<file path="src/rtl/ieee754_pkg.sv">
// Shared types and field widths for the IEEE-754 single unpacker.
// Class and FSM encodings used by the classifier and the top.
package ieee754_pkg;

  localparam int EXP_W  = 8;
  localparam int FRAC_W = 23;
  localparam int BIAS   = 127;
  localparam int OEXP_W = 10;
  localparam int MANT_W = FRAC_W + 1;

  typedef enum logic [2:0] {
    CLS_ZERO   = 3'd0,
    CLS_SUB    = 3'd1,
    CLS_NORMAL = 3'd2,
    CLS_INF    = 3'd3,
    CLS_NAN    = 3'd4
  } cls_e;

  typedef enum logic [1:0] {
    ST_IDLE = 2'd0,
    ST_NORM = 2'd1,
    ST_DONE = 2'd2
  } state_e;

endpackage

</file>
<file path="src/rtl/ieee754_classify.sv">
// Combinational field decode of an IEEE-754 single into class,
// initial exponent/significand and a flag for subnormal renormalisation.
module ieee754_classify
  import ieee754_pkg::*;
(
  input  logic [31:0]              word,
  output logic                     sign,
  output logic signed [OEXP_W-1:0] exp,
  output logic [MANT_W-1:0]        mant,
  output cls_e                     cls,
  output logic                     need_norm
);

  logic [EXP_W-1:0]  e;
  logic [FRAC_W-1:0] f;
  logic              e_zero;
  logic              e_ones;
  logic              f_zero;

  assign e      = word[30:23];
  assign f      = word[22:0];
  assign e_zero = (e == '0);
  assign e_ones = (e == '1);
  assign f_zero = (f == '0);

  always_comb begin
    sign      = word[31];
    exp       = '0;
    mant      = '0;
    cls       = CLS_ZERO;
    need_norm = 1'b0;
    unique case (1'b1)
      e_zero && f_zero: begin
        cls = CLS_ZERO;
      end
      e_zero && !f_zero: begin
        cls       = CLS_SUB;
        exp       = -10'sd126;
        mant      = {1'b0, f};
        need_norm = 1'b1;
      end
      e_ones: begin
        cls  = f_zero ? CLS_INF : CLS_NAN;
        exp  = 10'sd128;
        mant = {1'b1, f};
      end
      !e_zero && !e_ones: begin
        cls  = CLS_NORMAL;
        exp  = $signed({2'b00, e}) - 10'(BIAS);
        mant = {1'b1, f};
      end
      default: begin
        cls = CLS_ZERO;
      end
    endcase
  end

endmodule

</file>
<file path="src/rtl/ieee754_unpacker.sv">
// Unpacks an IEEE-754 single into sign/exponent/significand/class,
// renormalising subnormals one bit per cycle.
module ieee754_unpacker
  import ieee754_pkg::*;
(
  input  logic                     clk,
  input  logic                     rst_n,
  input  logic                     in_valid,
  output logic                     in_ready,
  input  logic [31:0]              in_data,
  output logic                     out_valid,
  input  logic                     out_ready,
  output logic                     out_sign,
  output logic signed [OEXP_W-1:0] out_exp,
  output logic [MANT_W-1:0]        out_mant,
  output logic [2:0]               out_class
);

  state_e                   state_q, state_d;
  logic                     sign_q, sign_d;
  logic signed [OEXP_W-1:0] exp_q, exp_d;
  logic [MANT_W-1:0]        mant_q, mant_d;
  cls_e                     cls_q, cls_d;

  logic                     c_sign;
  logic signed [OEXP_W-1:0] c_exp;
  logic [MANT_W-1:0]        c_mant;
  cls_e                     c_cls;
  logic                     c_norm;

  ieee754_classify u_classify (
    .word      (in_data),
    .sign      (c_sign),
    .exp       (c_exp),
    .mant      (c_mant),
    .cls       (c_cls),
    .need_norm (c_norm)
  );

  always_comb begin
    state_d = state_q;
    sign_d  = sign_q;
    exp_d   = exp_q;
    mant_d  = mant_q;
    cls_d   = cls_q;
    unique case (state_q)
      ST_IDLE: begin
        if (in_valid) begin
          sign_d  = c_sign;
          exp_d   = c_exp;
          mant_d  = c_mant;
          cls_d   = c_cls;
          state_d = c_norm ? ST_NORM : ST_DONE;
        end
      end
      ST_NORM: begin
        // Bit 22 becoming the hidden bit ends renormalisation.
        mant_d = {mant_q[MANT_W-2:0], 1'b0};
        exp_d  = exp_q - 10'sd1;
        if (mant_q[MANT_W-2]) state_d = ST_DONE;
      end
      ST_DONE: begin
        if (out_ready) state_d = ST_IDLE;
      end
      default: state_d = ST_IDLE;
    endcase
  end

  always_ff @(posedge clk or negedge rst_n) begin
    if (!rst_n) begin
      state_q <= ST_IDLE;
      sign_q  <= 1'b0;
      exp_q   <= '0;
      mant_q  <= '0;
      cls_q   <= CLS_ZERO;
    end else begin
      state_q <= state_d;
      sign_q  <= sign_d;
      exp_q   <= exp_d;
      mant_q  <= mant_d;
      cls_q   <= cls_d;
    end
  end

  assign in_ready  = (state_q == ST_IDLE);
  assign out_valid = (state_q == ST_DONE);
  assign out_sign  = sign_q;
  assign out_exp   = exp_q;
  assign out_mant  = mant_q;
  assign out_class = cls_q;

endmodule

</file>
<file path="config.mk">
export PLATFORM = sky130hd
export DESIGN_NAME = ieee754_unpacker
export DESIGN_NICKNAME = d
export VERILOG_FILES = /design/src/rtl/ieee754_pkg.sv /design/src/rtl/ieee754_classify.sv /design/src/rtl/ieee754_unpacker.sv
export SDC_FILE = /design/constraint.sdc
export NUM_CORES = 1
export LEC_CHECK = 0
export BUFFER_PORTS_ARGS = -buffer_cell sky130_fd_sc_hd__buf_2
export CAP_MARGIN = 25
export CORE_MARGIN = 2
export CORE_UTILIZATION = 46
export DETAILED_ROUTE_END_ITERATION = 16
export PLACE_DENSITY = 0.78
export SETUP_SLACK_MARGIN = 0.15
export SLEW_MARGIN = 15
export SYNTH_ARGS = -nofsm -noshare
export SYNTH_HDL_FRONTEND = slang
export SYNTH_SLANG_ARGS = --single-unit
</file>
<file path="constraint.sdc">
create_clock -name clk -period 1.47 [get_ports clk]
set_input_delay 0.3675 -clock clk [delete_from_list [all_inputs] [get_ports clk]]
set_output_delay 0.3675 -clock clk [all_outputs]
set_load 0.02 [all_outputs]
</file>
# == Word-level counts from Yosys, hierarchy flattened ==
# Index checks and enable logic that the tools add are counted.
# W data, S select, Z words.
# word_totals
reg_bits,40
latch_bits,0
mem_bits_rw,0
romBits,0
input_bits,36
wordCells,40
memories,0
# classes
add_sub_neg,2
n_mul,0
n_div,0
order_cmp,0
eq_ne,6
shift,0
mux,14
bitwise_logic,0
n_reduce_logical,13
# op_table
cell,count
$pmux W24 S2,2
$pmux W10 S3,1
$mux W24,1
$logic_not A23 Y1,1
$pmux W10 S2,1
$mux W10,1
$sub A10 B2 Y10 const B,1
$pmux W3 S3,1
$sub A8 B7 Y9 const B,1
$eq A8 B8 Y1 const B,1
$logic_not A8 Y1,1
$mux W2,4
$pmux W2 S3,1
$ne A2 B2 Y1 const B,2
$reduce_and A2 Y1,2
$logic_not A1 Y1,3
$mux W3,1
$reduce_and A3 Y1,1
$eq A2 B1 Y1 const B,1
$eq A2 B2 Y1 const B,1
$logic_and A1 B1 Y1,2
$logic_not A2 Y1,1
$ne A2 B1 Y1 const B,1
$reduce_bool A2 Y1,1
2 further kinds,2

# == Logic depth before layout (Yosys ltp) ==
# depth
word_depth,7
ltp_mapped,6

# == Modules after synthesis ==
# A second synthesis with hierarchy kept.
# hier_totals
hier_cells,291
hier_area_um2,2373.5
# by_module_without_submodules
module,n_inst,cells_each,area_each_um2
ieee754_unpacker,1,221,1943.1
ieee754_classify,1,70,430.4

# == Worst setup path after synthesis ==
# Ideal clock, no wire load.
# synth_path
path_kind,reg-to-reg
start,reg exp_q[6] (netlist: out_exp[6])
end,reg exp_q[8] (netlist: out_exp[8])
t_arrival_ns,1.650
t_required_ns,1.389
setup_slack_ns,-0.261
path_stages_with_launch,4
path_buffers,0
synth_period_minus_slack_ns,1.731
path_cell_list,dfrtp_1 or4_4 or4_4 o211ai_2
# synth_via
elab_chain_len,2
# synth_lines
element,line,rtl
start: declaration,ieee754_unpacker.sv:21,"logic signed [OEXP_W-1:0] exp_q, exp_d;"
start signal: assignment,ieee754_unpacker.sv:79,exp_q <= exp_d;
$sub A10 B2 Y10,ieee754_unpacker.sv:59,exp_d = exp_q - 10'sd1;
$pmux W10 S2,ieee754_unpacker.sv:46,unique case (state_q)
# Every way passes these cells.
# A chain may end at the register's enable or synchronous reset.

# == Worst setup path in the final report ==
# layout_path
start,reg exp_q[6] (netlist: out_exp[6])
end,reg exp_q[7] (netlist: out_exp[7])
# Same word-level chain as after synthesis.

==> results.json <==
{
  "outcome": "finished, violations left",
  "violations": "setup timing",
  "initial_utilization": 0.486,
  "grt_pass1_vias": 2777,
  "fp.dieH_um": 75.4,
  "drive_above_1_share": 0.624,
  "fin_nets": 471,
  "reg2reg_to": "out_exp[7]$_DFFE_PN0P_",
  "drtAntennaViolNets": 0,
  "cts_sinks": 40,
  "period_share": 1.18,
  "drc": 0,
  "hold_violations": 0,
  "critPathLaunch": "out_exp[6]$_DFFE_PN0P_",
  "htree_num_levels": 2,
  "seq_area_frac_synth": 0.427,
  "nFillCells": 197,
  "pwr-share-comb": 0.502,
  "dpl_cell_area_sq_mm": 0.00319,
  "min_path_type": "in2reg",
  "synth_edf_count": 0,
  "num_vias": 3426,
  "detailed_place_hpwl_um": 5090,
  "reg2regPathDepth": 6,
  "dp_slack_ps": -319,
  "synthMostInstantiatedCell": "dfrtp_1",
  "area_growth_syn_to_layout_pct": 85.3,
  "max_clock_freq_mhz": 577,
  "worst-path-max-fanout": 5,
  "netSwitchingFraction": 0.416,
  "rr_startpoint": "out_exp[6]$_DFFE_PN0P_",
  "io_buffers": 75,
  "critPathArrivalTime_ps": 1890,
  "maxCapViolations": 0,
  "setup_viol": 14,
  "synth_top_area_cell": "dfrtp_1",
  "clkTransAtPathRegs_ps": 80,
  "ys_ff_latch": 40,
  "relSlewSlack": 0.707,
  "ys_async_sr_fraction": 1.00,
  "insertion_delay_ps": 320,
  "num_rows": 25,
  "diodes": 0,
  "fin_skew_ps": 13.7,
  "p_switching_mw": 2.25,
  "synth_commonest_cells": "dfrtp_1, a21oi_1, o21ai_0",
  "rsz0062_at_grt": "true",
  "synth.yosys.warnings": 0,
  "fin_ws_ps": -262,
  "grt_pass1_wl_um": 13900,
  "ir_drop_v": 0.000999,
  "cts_tree": "built",
  "drtPass1Iterations": 6,
  "routed_wl_um": 12800,
  "final_cell_count_no_fill": 500,
  "antenna_found_initial": 0,
  "die_w_um": 75.4,
  "p_per_area_mw_per_mm2": 1250,
  "period_needed_ps": 1730,
  "initialDrtViolationCount": 708,
  "avgSynthCellArea_sq_um": 8.94,
  "rrSetupSlack_ps": -260,
  "dp_cells": 437,
  "critical_path_required_ps": 1630,
  "cts_buffers": 5,
  "start_kind": "register",
  "die_area_sq_mm": 0.00568,
  "worst_slew_pin_slew_ps": 440,
  "pwr-share-seq": 0.321,
  "endpoint": "out_exp[7]$_DFFE_PN0P_",
  "grt_max_degree": 26,
  "netlist_area_sq_mm": 0.00234,
  "wire_per_inst_um": 25.7,
  "overflow": 0,
  "path_class": "reg2reg",
  "coreArea_sq_mm": 0.00482,
  "pwr-share-clk": 0.177,
  "grt_util_all_layers": 0.331,
  "gp_congestion": 0.861,
  "syn_nets": 301,
  "ios": 76,
  "totalPowerFinal_mw": 5.41,
  "netlist_instances": 262,
  "cp-end-kind": "register",
  "synthTopCellsByArea": "dfrtp_1, a22oi_1, nor2b_1, a21oi_1, o21ai_0",
  "leakage_nw": 1.89,
  "intPower_mw": 3.16,
  "cts_root_buf": "clkbuf_8",
  "synth_top_cell_area_share": 0.427,
  "clock_path_buffers": 2,
  "slew_viol_final": 0,
  "finalInstanceArea_sq_mm": 0.00434,
  "synth-main-ff-cell": "dfrtp_1",
  "ys_types": 43,
  "viasPerCell": 6.85
}
-- timing repair --
item,4_1_cts,5_1_grt
hold endpoints to repair,15,0
resized for setup,109,49
buffers inserted,17,34
pin swaps,23,27
hold buffers,1,0
endpoints found under the setup margin,42,64
gates cloned,2,1
-- routing by layer --
metal,vias up,wire [um],GRT usage
met4,0,863,0.144
met5,-,0,0
met1,1586,4570,0.441
met2,408,5740,0.521
met3,112,1660,0.0728
li1,1320,-,-
-- worst min path at each step --
stage                                           to  cells past startpoint  slack, ps         from
final                         out_sign$_DFFE_PN0P_                      3        250  in_data[31]
after global placement        out_sign$_DFFE_PN0P_                      1        310        rst_n
after floorplan           out_class[0]$_DFFE_PN0P_                      0         70        rst_n
after detailed placement      out_sign$_DFFE_PN0P_                      1        310        rst_n
after global routing          out_sign$_DFFE_PN0P_                      3        290  in_data[31]
after CTS                     out_sign$_DFFE_PN0P_                      3        250  in_data[31]
-- worst max-delay path: stages, from the launching register on --
cell      delay, ps
dfrtp_2         430
buf_4           140
buf_6           130
nor4_4          330
a21oi_2         110
o21ai_1         250
o221ai_1        190
-- layout make-up --
class	count	area, sq um	area share
multi-input combinational	199	1640	0.379
sequential	40	1020	0.234
clock inverter	3	42.5	0.00980
tap	67	83.8	0.0193
clock buffer	5	68.8	0.0158
timing repair buffer	181	1470	0.338
inverter	5	18.8	0.00432
-- power by group through the flow --
stage / Sequential [mW] / Clock [mW] / Combinational, mW
floorplan: 1.93 / 0 / 0.639
global placement: 1.63 / 0 / 1.57
detailed placement: 1.65 / 0 / 1.61
CTS: 1.68 / 0.931 / 2.02
global route: 1.74 / 0.991 / 2.81
finish: 1.74 / 0.959 / 2.72
-- through the flow --
step / TNS (ps) / hold WS, ps / utilization
final: -1380 / 249 / 0.902
after global routing: -2030 / 288 / 0.902
after CTS: -420 / 248 / 0.801
after detailed placement: -2690 / 313 / 0.663
after global placement: -2560 / 308 / 0.663
after floorplan: -320 / 71.9 / -
-- logic make-up (layout without fill, tap and decap cells) --
logic type,Yosys count,count (layout),share of synthesized area
and+or+nand+nor,84,84,0.200
xor gates and xnor gates,5,5,0.0187
buffers and inverters,23,194,0.0502
adders and majority gates,3,3,0.0160
DFF,40,40,0.427
AOI/OAI and AO/OA,106,106,0.284
muxes,1,1,0.00427
-- registers in the layout, summed over array words and instances, names as in the netlist --
register and cells:
out_mant 24, out_sign 1, out_exp 10, state_q 2
out_class 3
-- layout by cell type, fill, tap and decap left out, drive strengths merged, types with 3 or more instances in the layout --
master / netlist / final
xor2: 3 / 3
nand2: 16 / 16
o221ai: 5 / 5
dfrtp: 40 / 40
nand3: 6 / 6
nor2b: 27 / 27
inv: 5 / 5
nor4: 8 / 8
ha: 3 / 3
a21oi: 31 / 31
nor3: 3 / 3
a22oi: 24 / 24
nor2: 9 / 9
o211ai: 3 / 3
clkbuf: 15 / 6
buf: 3 / 179
o21ai: 30 / 30
No activity file was read; power rests on OpenSTA's default activity.
